[config.mk]
export PLATFORM = sky130hd
export DESIGN_NAME = hvac_zone_scheduler
export DESIGN_NICKNAME = d
export VERILOG_FILES = /design/src/rtl/hvac_pkg.sv /design/src/rtl/hvac_zone_scheduler_zone_demand.sv /design/src/rtl/hvac_zone_scheduler.sv
export SDC_FILE = /design/constraint.sdc
export NUM_CORES = 1
export LEC_CHECK = 0
export ABC_AREA = 0
export CAP_MARGIN = 5
export CORE_MARGIN = 2
export CORE_UTILIZATION = 35
export CTS_CLUSTER_SIZE = 40
export DETAILED_ROUTE_END_ITERATION = 10
export PLACE_DENSITY = 0.55
export REMOVE_ABC_BUFFERS = 1
export SETUP_SLACK_MARGIN = 0.5
export SLEW_MARGIN = 40
export SYNTH_ARGS = -nofsm -noshare
export SYNTH_HDL_FRONTEND = slang
export SYNTH_SLANG_ARGS = --single-unit
[constraint.sdc]
create_clock -name clk -period 8.7 [get_ports clk]
set_input_delay 0.87 -clock clk [delete_from_list [all_inputs] [get_ports clk]]
set_output_delay 0.87 -clock clk [all_outputs]
set_load 0.01 [all_outputs]
[src/rtl/hvac_pkg.sv]
`default_nettype none
// ============================================================================
// Module   : hvac_pkg
// Purpose  : Shared types and defaults for the HVAC zone scheduler.
//            FSM state encoding, plant mode encoding, default thresholds,
//            zone count and the round-robin zone picker.
// Revision : 1.0  initial release
// ============================================================================
package hvac_pkg;

  localparam int NUM_ZONES = 4;
  localparam int TEMP_W    = 5;

  localparam logic [TEMP_W-1:0] T_HEAT_ON_DEFAULT = 5'd18;
  localparam logic [TEMP_W-1:0] T_COOL_ON_DEFAULT = 5'd22;
  localparam logic [TEMP_W-1:0] T_TARGET_DEFAULT  = 5'd20;

  localparam int MIN_DWELL_DEFAULT = 4;
  localparam int MAX_DWELL_DEFAULT = 16;
  localparam int DEADTIME_DEFAULT  = 3;

  typedef enum logic [1:0] {
    ST_IDLE   = 2'd0,
    ST_SWITCH = 2'd1,
    ST_SERVE  = 2'd2
  } state_t;

  typedef enum logic [1:0] {
    MODE_NONE = 2'd0,
    MODE_HEAT = 2'd1,
    MODE_COOL = 2'd2
  } mode_t;

  // First demanding zone after 'base', wrapping 3->0; 'base' itself is
  // considered last. Returns {found, zone}.
  function automatic logic [2:0] rr_pick(input logic [NUM_ZONES-1:0] dem,
                                         input logic [1:0]           base);
    logic       found;
    logic [1:0] idx;
    logic [1:0] sel;
    found = 1'b0;
    sel   = base;
    for (int k = 1; k <= NUM_ZONES; k++) begin
      idx = base + 2'(k);
      if (!found && dem[idx]) begin
        found = 1'b1;
        sel   = idx;
      end
    end
    return {found, sel};
  endfunction

endpackage
`default_nettype wire

[src/rtl/hvac_zone_scheduler_zone_demand.sv]
`default_nettype none
// ============================================================================
// Module   : zone_demand
// Purpose  : Per-zone hysteresis. Registers heat and cool demand flags from
//            one zone temperature.
// Ports    : clk, rst_n (sync, active-low)
//            temp      [4:0] zone temperature, unsigned
//            req_heat        heat demand (registered)
//            req_cool        cool demand (registered)
// Revision : 1.0  initial release
// ============================================================================
module zone_demand
  import hvac_pkg::*;
#(
  parameter logic [TEMP_W-1:0] T_HEAT_ON = T_HEAT_ON_DEFAULT,
  parameter logic [TEMP_W-1:0] T_COOL_ON = T_COOL_ON_DEFAULT,
  parameter logic [TEMP_W-1:0] T_TARGET  = T_TARGET_DEFAULT
) (
  input  logic              clk,
  input  logic              rst_n,
  input  logic [TEMP_W-1:0] temp,
  output logic              req_heat,
  output logic              req_cool
);

  // With T_HEAT_ON < T_TARGET < T_COOL_ON the two flags are mutually
  // exclusive: setting one implies the clear condition of the other.
  always_ff @(posedge clk) begin
    if (!rst_n) begin
      req_heat <= 1'b0;
      req_cool <= 1'b0;
    end else begin
      if (temp <= T_HEAT_ON)     req_heat <= 1'b1;
      else if (temp >= T_TARGET) req_heat <= 1'b0;

      if (temp >= T_COOL_ON)     req_cool <= 1'b1;
      else if (temp <= T_TARGET) req_cool <= 1'b0;
    end
  end

endmodule
`default_nettype wire

[src/rtl/hvac_zone_scheduler.sv]
`default_nettype none
// ============================================================================
// Module   : hvac_zone_scheduler
// Purpose  : Time-shares one heating/cooling plant between four zones with
//            round-robin grants, minimum/maximum dwell and heat/cool dead time.
// Ports    : clk, rst_n (sync, active-low)
//            temperature [19:0] four packed 5-bit zone temperatures
//            enable             low blocks new grants
//            heating, cooling   plant drives (registered)
//            zone_sel    [1:0]  damper select of granted zone (registered)
//            busy               high while serving (registered)
// Revision : 1.0  initial release
// ============================================================================
module hvac_zone_scheduler
  import hvac_pkg::*;
#(
  parameter logic [TEMP_W-1:0] T_HEAT_ON = T_HEAT_ON_DEFAULT,
  parameter logic [TEMP_W-1:0] T_COOL_ON = T_COOL_ON_DEFAULT,
  parameter logic [TEMP_W-1:0] T_TARGET  = T_TARGET_DEFAULT,
  parameter int                MIN_DWELL = MIN_DWELL_DEFAULT,
  parameter int                MAX_DWELL = MAX_DWELL_DEFAULT,
  parameter int                DEADTIME  = DEADTIME_DEFAULT
) (
  input  logic                        clk,
  input  logic                        rst_n,
  input  logic [NUM_ZONES*TEMP_W-1:0] temperature,
  input  logic                        enable,
  output logic                        heating,
  output logic                        cooling,
  output logic [1:0]                  zone_sel,
  output logic                        busy
);

  localparam int DWELL_W = $clog2(MAX_DWELL);
  localparam int OFF_W   = $clog2(DEADTIME + 1);

  localparam logic [DWELL_W-1:0] MIN_LAST = DWELL_W'(MIN_DWELL - 1);
  localparam logic [DWELL_W-1:0] MAX_LAST = DWELL_W'(MAX_DWELL - 1);
  localparam logic [OFF_W-1:0]   OFF_SAT  = OFF_W'(DEADTIME);

  logic [NUM_ZONES-1:0] req_heat;
  logic [NUM_ZONES-1:0] req_cool;
  logic [NUM_ZONES-1:0] demand;

  for (genvar i = 0; i < NUM_ZONES; i++) begin : g_zone
    zone_demand #(
      .T_HEAT_ON (T_HEAT_ON),
      .T_COOL_ON (T_COOL_ON),
      .T_TARGET  (T_TARGET)
    ) u_zone_demand (
      .clk      (clk),
      .rst_n    (rst_n),
      .temp     (temperature[TEMP_W*i +: TEMP_W]),
      .req_heat (req_heat[i]),
      .req_cool (req_cool[i])
    );
  end

  assign demand = req_heat | req_cool;

  state_t               state, state_n;
  mode_t                mode, mode_n, last_mode, last_mode_n;
  logic [1:0]           zone, zone_n, last_served, last_served_n, zone_sel_n;
  logic [DWELL_W-1:0]   dwell, dwell_n;
  logic [OFF_W-1:0]     off_cnt;
  logic                 drive_n, heat_n, cool_n;

  // Two pickers: one from last_served (IDLE), one from the zone currently
  // served, which becomes last_served on the releasing edge.
  logic [2:0] idle_pick, rel_pick;
  mode_t      idle_mode, rel_mode;
  logic       off_ok, others_waiting, grant_done;

  assign idle_pick      = rr_pick(demand, last_served);
  assign rel_pick       = rr_pick(demand, zone);
  assign idle_mode      = req_heat[idle_pick[1:0]] ? MODE_HEAT : MODE_COOL;
  assign rel_mode       = req_heat[rel_pick[1:0]]  ? MODE_HEAT : MODE_COOL;
  assign off_ok         = (off_cnt >= OFF_SAT);
  assign others_waiting = |(demand & ~(NUM_ZONES'(1) << zone));
  assign grant_done     = ((dwell >= MIN_LAST) && (!demand[zone] || !enable)) ||
                          ((dwell >= MAX_LAST) && others_waiting);

  always_comb begin
    state_n       = state;
    zone_n        = zone;
    mode_n        = mode;
    last_served_n = last_served;
    last_mode_n   = last_mode;
    dwell_n       = dwell;
    zone_sel_n    = zone_sel;
    drive_n       = 1'b0;
    case (state)
      ST_IDLE: begin
        if (enable && idle_pick[2]) begin
          zone_n  = idle_pick[1:0];
          mode_n  = idle_mode;
          dwell_n = '0;
          if ((idle_mode == last_mode) || off_ok) begin
            state_n    = ST_SERVE;
            drive_n    = 1'b1;
            zone_sel_n = idle_pick[1:0];
          end else begin
            state_n = ST_SWITCH;
          end
        end
      end
      ST_SWITCH: begin
        if (off_ok) begin
          state_n    = ST_SERVE;
          drive_n    = 1'b1;
          zone_sel_n = zone;
          dwell_n    = '0;
        end
      end
      ST_SERVE: begin
        drive_n = 1'b1;
        // Saturate so an unbounded grant cannot wrap below MIN_LAST.
        if (dwell != MAX_LAST) dwell_n = dwell + 1'b1;
        if (grant_done) begin
          last_served_n = zone;
          last_mode_n   = mode;
          if (!enable || !rel_pick[2]) begin
            state_n = ST_IDLE;
            drive_n = 1'b0;
          end else if (rel_mode == mode) begin
            // Same-mode handover keeps the plant running without a gap.
            zone_n     = rel_pick[1:0];
            zone_sel_n = rel_pick[1:0];
            dwell_n    = '0;
          end else begin
            state_n = ST_SWITCH;
            zone_n  = rel_pick[1:0];
            mode_n  = rel_mode;
            drive_n = 1'b0;
          end
        end
      end
      default: state_n = ST_IDLE;
    endcase
    heat_n = drive_n && (mode_n == MODE_HEAT);
    cool_n = drive_n && (mode_n == MODE_COOL);
  end

  // off_cnt counts the upcoming output cycle, so it reads as the number of
  // consecutive low cycles including the present one.
  always_ff @(posedge clk) begin
    if (!rst_n) begin
      state       <= ST_IDLE;
      zone        <= 2'd0;
      mode        <= MODE_NONE;
      last_served <= 2'd3;
      last_mode   <= MODE_NONE;
      dwell       <= '0;
      off_cnt     <= OFF_SAT;
      heating     <= 1'b0;
      cooling     <= 1'b0;
      zone_sel    <= 2'd0;
      busy        <= 1'b0;
    end else begin
      state       <= state_n;
      zone        <= zone_n;
      mode        <= mode_n;
      last_served <= last_served_n;
      last_mode   <= last_mode_n;
      dwell       <= dwell_n;
      heating     <= heat_n;
      cooling     <= cool_n;
      zone_sel    <= zone_sel_n;
      busy        <= (state_n == ST_SERVE);
      if (heat_n || cool_n)      off_cnt <= '0;
      else if (off_cnt != OFF_SAT) off_cnt <= off_cnt + 1'b1;
    end
  end

endmodule
`default_nettype wire

==> impl_results.html <==
<table>
<tr><th>Metric</th><th>Value</th></tr>
<tr><th colspan="2">Synth</th></tr>
<tr><td>Flops &amp; latches, synth</td><td>29</td></tr>
<tr><td>Number of different library cells in the post-synthesis netlist</td><td>between 50 and 60</td></tr>
<tr><td>EDFF count, synth</td><td>0</td></tr>
<tr><td>Largest cells by area after synthesis</td><td>sky130_fd_sc_hd__dfxtp_1 26%, sky130_fd_sc_hd__a21oi_1 6.9%, sky130_fd_sc_hd__mux2i_1 5.8%</td></tr>
<tr><td>Warnings from Yosys</td><td>0</td></tr>
<tr><td>Prevailing post-synth register cell</td><td>sky130_fd_sc_hd__dfxtp_1</td></tr>
<tr><td>Proportion of synthesized chip area in sequential cells</td><td>about a quarter</td></tr>
<tr><td>Post-synthesis cell type with the largest combined area</td><td>sky130_fd_sc_hd__dfxtp_1</td></tr>
<tr><td>Post-synthesis instance total</td><td>around 290</td></tr>
<tr><td>Yosys top cell area share</td><td>~26%</td></tr>
<tr><td>Dominant cell by count in the synthesized netlist</td><td>sky130_fd_sc_hd__nand2_1</td></tr>
<tr><td>List of most frequent post-synthesis cells</td><td>33 x sky130_fd_sc_hd__nand2_1, 31 x sky130_fd_sc_hd__a21oi_1, 29 x sky130_fd_sc_hd__dfxtp_1</td></tr>
<tr><td>Total standard cell area after synthesis</td><td>approximately 0.0022 mm^2</td></tr>
<tr><td>Synth async-reset ratio</td><td>0%</td></tr>
<tr><td>Synth Area per Inst</td><td>7.78 um^2</td></tr>
<tr><th colspan="2">Timing</th></tr>
<tr><td>Endpoints failing setup</td><td>0</td></tr>
<tr><td>Final worst path period share</td><td>a little over two fifths</td></tr>
<tr><td>PnR worst setup slack</td><td>around 5000 ps</td></tr>
<tr><td>Setup Total Neg Slack</td><td>0 ps</td></tr>
<tr><td>Max-slew violations</td><td>0</td></tr>
<tr><td>Minimum clock period</td><td>between 3000 and 4000 ps</td></tr>
<tr><td>Worst-margin pin slew</td><td>around 710 ps</td></tr>
<tr><td>Clk_skew</td><td>about 11 ps</td></tr>
<tr><td>Final Hold Fails</td><td>0</td></tr>
<tr><td>Maximum clock frequency</td><td>about 0.27 GHz</td></tr>
<tr><td>Rel. slew slack</td><td>roughly 53%</td></tr>
<tr><td>RSZ-0062 raised after global routing</td><td>false</td></tr>
<tr><th colspan="2">Global route</th></tr>
<tr><td>Pin count of the biggest net entering global routing</td><td>21</td></tr>
<tr><td>Global-route wire length before repair</td><td>around 10 mm</td></tr>
<tr><td>Number of antenna violations at the first check in global routing</td><td>0</td></tr>
<tr><td>Residual overflow from global routing</td><td>0</td></tr>
<tr><td>Vias in the first global route</td><td>2,162</td></tr>
<tr><td>GRT Total Usage</td><td>between 10% and 20%</td></tr>
<tr><th colspan="2">Clock network</th></tr>
<tr><td>TritonCTS clock tree</td><td>done</td></tr>
<tr><td>CTS H-tree depth</td><td>2</td></tr>
<tr><td>Clock latency reported for the late side of the worst-skew pair</td><td>between 200 and 300 ps</td></tr>
<tr><td>Hold buffer count at cts</td><td>0</td></tr>
<tr><td>Cts bufs inserted</td><td>5</td></tr>
<tr><td>Deepest clock path buffer count</td><td>2</td></tr>
<tr><td>Total clock sinks</td><td>29</td></tr>
<tr><td>CTS resizes</td><td>0</td></tr>
<tr><td>Setup Buffers After CTS</td><td>0</td></tr>
<tr><td>Clock-pin slew of the registers on the worst-case setup and hold paths</td><td>~70 ps</td></tr>
<tr><td>Cell at the root of the clock tree</td><td>sky130_fd_sc_hd__clkbuf_8</td></tr>
<tr><th colspan="2">Detailed routing</th></tr>
<tr><td>Number of routed nets with antenna violations</td><td>0</td></tr>
<tr><td>Detailed-route wire length</td><td>about 6.0 mm</td></tr>
<tr><td>Drt initial violations</td><td>about 150</td></tr>
<tr><td>TritonRoute pass-1 iters</td><td>4</td></tr>
<tr><td>Ratio of routed vias to standard cells</td><td>between 5 and 6</td></tr>
<tr><td>Average routed wire per standard cell</td><td>between 15 and 20 um</td></tr>
<tr><td># DRC</td><td>0</td></tr>
<tr><td>Overall via count from detail_route</td><td>2,204</td></tr>
<tr><th colspan="2">Critical path</th></tr>
<tr><td>Worst setup startpoint</td><td>zone[0]</td></tr>
<tr><td>Startpoint of the worst-slack reg-to-reg timing path</td><td>zone[0]</td></tr>
<tr><td>Endpoint kind of the worst setup timing path</td><td>register</td></tr>
<tr><td>Slowest Stage Delay on Critical Path</td><td>approximately 700 ps</td></tr>
<tr><td>Worst Path Class, Setup</td><td>register to register</td></tr>
<tr><td>Cell with the biggest individual delay on the critical path</td><td>sky130_fd_sc_hd__dfxtp_1</td></tr>
<tr><td>Crit-path max FO</td><td>18</td></tr>
<tr><td>Sort of element at the start of the critical path</td><td>register</td></tr>
<tr><td>Buffers &amp; Inverters on Critical Path</td><td>1</td></tr>
<tr><td>Cells along the critical path</td><td>inv_2 -&gt; ha_1 -&gt; mux4_2 -&gt; a21bo_2 -&gt; nand2_1 -&gt; a311oi_2 -&gt; mux2_4 -&gt; a211o_4 -&gt; a2111oi_2 -&gt; o21bai_1</td></tr>
<tr><td>Critical Path AT</td><td>approximately 3900 ps</td></tr>
<tr><td>Worst Path Required</td><td>just under 9000 ps</td></tr>
<tr><td>Largest delay contributor family on the critical path</td><td>compound AO/OA/AOI/OAI gates</td></tr>
<tr><th colspan="2">Floorplanning</th></tr>
<tr><td>I/O pins</td><td>28</td></tr>
<tr><td>Core ar.</td><td>about 0.0063 mm^2</td></tr>
<tr><td>Starting utilization of the core area</td><td>a little over a third</td></tr>
<tr><td>Overall die height</td><td>84.0 um</td></tr>
<tr><td>Cell Rows</td><td>29</td></tr>
<tr><td>Area of the die</td><td>0.00706 mm^2</td></tr>
<tr><td>Die X-Extent</td><td>about 84 um</td></tr>
<tr><th colspan="2">Power</th></tr>
<tr><td>Maximum resistive drop on vdd</td><td>approximately 0.13 mV</td></tr>
<tr><td>Leak</td><td>1.08 nW</td></tr>
<tr><td>P per Cell Area</td><td>roughly 250 mW/mm^2</td></tr>
<tr><th colspan="2">Layout</th></tr>
<tr><td>Fraction of final layout cells with drive strength greater than 1</td><td>under 10%</td></tr>
<tr><td>Number of nets in the final layout</td><td>around 350</td></tr>
<tr><td>Filler cell count</td><td>658</td></tr>
<tr><td>Multi-input logic area</td><td>about 0.0016 mm^2</td></tr>
<tr><td>Syn-to-layout area delta</td><td>19.8%</td></tr>
<tr><td>Diodes inserted</td><td>0</td></tr>
<tr><td>Sequential cell area in the final layout</td><td>approximately 580 um^2</td></tr>
<tr><th colspan="2">Placed design</th></tr>
<tr><td>IO Port Bufs</td><td>27</td></tr>
<tr><td>Minimum setup slack after placement</td><td>approximately 5100 ps</td></tr>
<tr><td>Final HPWL from detailed placement</td><td>~4.5 mm</td></tr>
<tr><td>Final RePlAce weighted congestion</td><td>approximately 0.82</td></tr>
<tr><th colspan="2">Flow run</th></tr>
<tr><td>Max cap viols</td><td>0</td></tr>
<tr><th colspan="2">Worst hold path</th></tr>
<tr><td>Worst Hold Class</td><td>register to register</td></tr>
<tr><td>Hold path startpoint</td><td>zone_sel[0]</td></tr>
<tr><th colspan="2">Outcome</th></tr>
<tr><td>Result of the run</td><td>complete, no violations</td></tr>
</table>
worst register-to-register path, cell delays in order (launching register included):
cell,delay (ps)
sky130_fd_sc_hd__dfxtp_1,710
sky130_fd_sc_hd__inv_2,240
sky130_fd_sc_hd__ha_1,470
sky130_fd_sc_hd__mux4_2,350
sky130_fd_sc_hd__a21bo_2,230
sky130_fd_sc_hd__nand2_1,90
sky130_fd_sc_hd__a311oi_2,360
sky130_fd_sc_hd__mux2_4,340
sky130_fd_sc_hd__a211o_4,310
sky130_fd_sc_hd__a2111oi_2,370
sky130_fd_sc_hd__o21bai_1,150
worst paths after layout:
check / endpoint / slack (ps) / cells after the start
min reg2reg: zone_sel[0] / 470 / 2
min: zone_sel[0] / 470 / 2
max reg2reg: dwell[1] / 5010 / 10
max: dwell[1] / 5010 / 10
stage by stage:
stage | util [%] | power [mW] | cells | hold WS (ps) | instance area, um^2
after floorplan | - | 0.424 | 278 | 459 | 2190
after global placement | 40.9 | 0.508 | 383 | 448 | 2560
after detailed placement | 40.9 | 0.509 | 383 | 464 | 2560
after CTS | 42.8 | 0.664 | 391 | 473 | 2690
after global routing | 42.8 | 0.718 | 391 | 505 | 2690
final | 42.8 | 0.662 | 391 | 468 | 2690
final cells by class:
type                       count  share of cell area [%]
inverter                      14                    1.96
clock inverter                 2                    1.40
timing repair buffer          28                    10.3
multi-input combinational    235                    58.0
tap                           77                    3.59
sequential                    29                    21.6
clock buffer                   6                    3.08
registers in the layout (all words and copies together), names as in the netlist:
signal / count
last_mode: 2
off_cnt: 2
dwell: 4
state: 2
busy: 1
g_zone.u_zone_demand.req_cool: 4
cooling: 1
heating: 1
zone_sel: 2
zone: 2
last_served: 2
g_zone.u_zone_demand.req_heat: 4
mode: 2
kinds of logic (layout without fill, tap and decap cells):
logic type	after synthesis	after routing	share of synthesized area, %
and+or+nand+nor	100	100	20.6
AOI/OAI and AO/OA	106	106	33.6
xor gates and xnor gates	2	2	0.782
muxes	17	17	8.99
DFF	29	29	25.9
adders and majority gates	10	10	5.58
buffers and inverters	24	50	4.58
layer usage:
layer | part of all wire (%) | track usage [%] | routed length [um]
met5 | 0 | 0 | 0
met4 | 0.79 | 4.40 | 47
met3 | 3.2 | 2.97 | 193
met2 | 46 | 30.0 | 2750
met1 | 50 | 25.0 | 3000
where the power goes:
part / leakage, nW / internal [mW] / total (mW) / switching [mW]
combinational: 0.788 / 0.144 / 0.327 / 0.183
sequential: 0.238 / 0.155 / 0.183 / 0.0275
clock: 0.0574 / 0.0931 / 0.153 / 0.0596
total: 1.08 / 0.392 / 0.662 / 0.270
placed cells by master (no fill, tap or decap), types with 2 or more instances in the layout:
master / netlist / routed
sky130_fd_sc_hd__o21ai_1: 3 / 3
sky130_fd_sc_hd__nor2_1: 28 / 28
sky130_fd_sc_hd__xor2_1: 2 / 2
sky130_fd_sc_hd__mux2i_1: 13 / 13
sky130_fd_sc_hd__a22o_1: 5 / 5
sky130_fd_sc_hd__o211ai_1: 6 / 6
sky130_fd_sc_hd__a211oi_1: 4 / 4
sky130_fd_sc_hd__clkdlybuf4s50_1: 0 / 27
sky130_fd_sc_hd__nand2b_1: 4 / 4
sky130_fd_sc_hd__mux4_2: 2 / 2
sky130_fd_sc_hd__nor3_1: 7 / 7
sky130_fd_sc_hd__a22oi_1: 5 / 5
sky130_fd_sc_hd__dfxtp_1: 29 / 29
sky130_fd_sc_hd__clkbuf_8: 0 / 6
sky130_fd_sc_hd__nand3_1: 7 / 7
sky130_fd_sc_hd__nor3b_1: 4 / 4
sky130_fd_sc_hd__and2_1: 4 / 4
sky130_fd_sc_hd__a21o_1: 7 / 7
sky130_fd_sc_hd__o21ai_0: 16 / 16
sky130_fd_sc_hd__o21bai_1: 5 / 5
sky130_fd_sc_hd__o211a_1: 2 / 2
sky130_fd_sc_hd__clkinv_1: 2 / 2
sky130_fd_sc_hd__or2_0: 2 / 2
sky130_fd_sc_hd__inv_1: 10 / 10
sky130_fd_sc_hd__a21oi_1: 31 / 31
sky130_fd_sc_hd__nor2b_1: 6 / 6
sky130_fd_sc_hd__nand2_1: 33 / 33
sky130_fd_sc_hd__ha_1: 10 / 10
sky130_fd_sc_hd__o31a_1: 2 / 2
sky130_fd_sc_hd__or2_1: 3 / 3
sky130_fd_sc_hd__inv_2: 2 / 2
(Power assumes the default switching activity.)
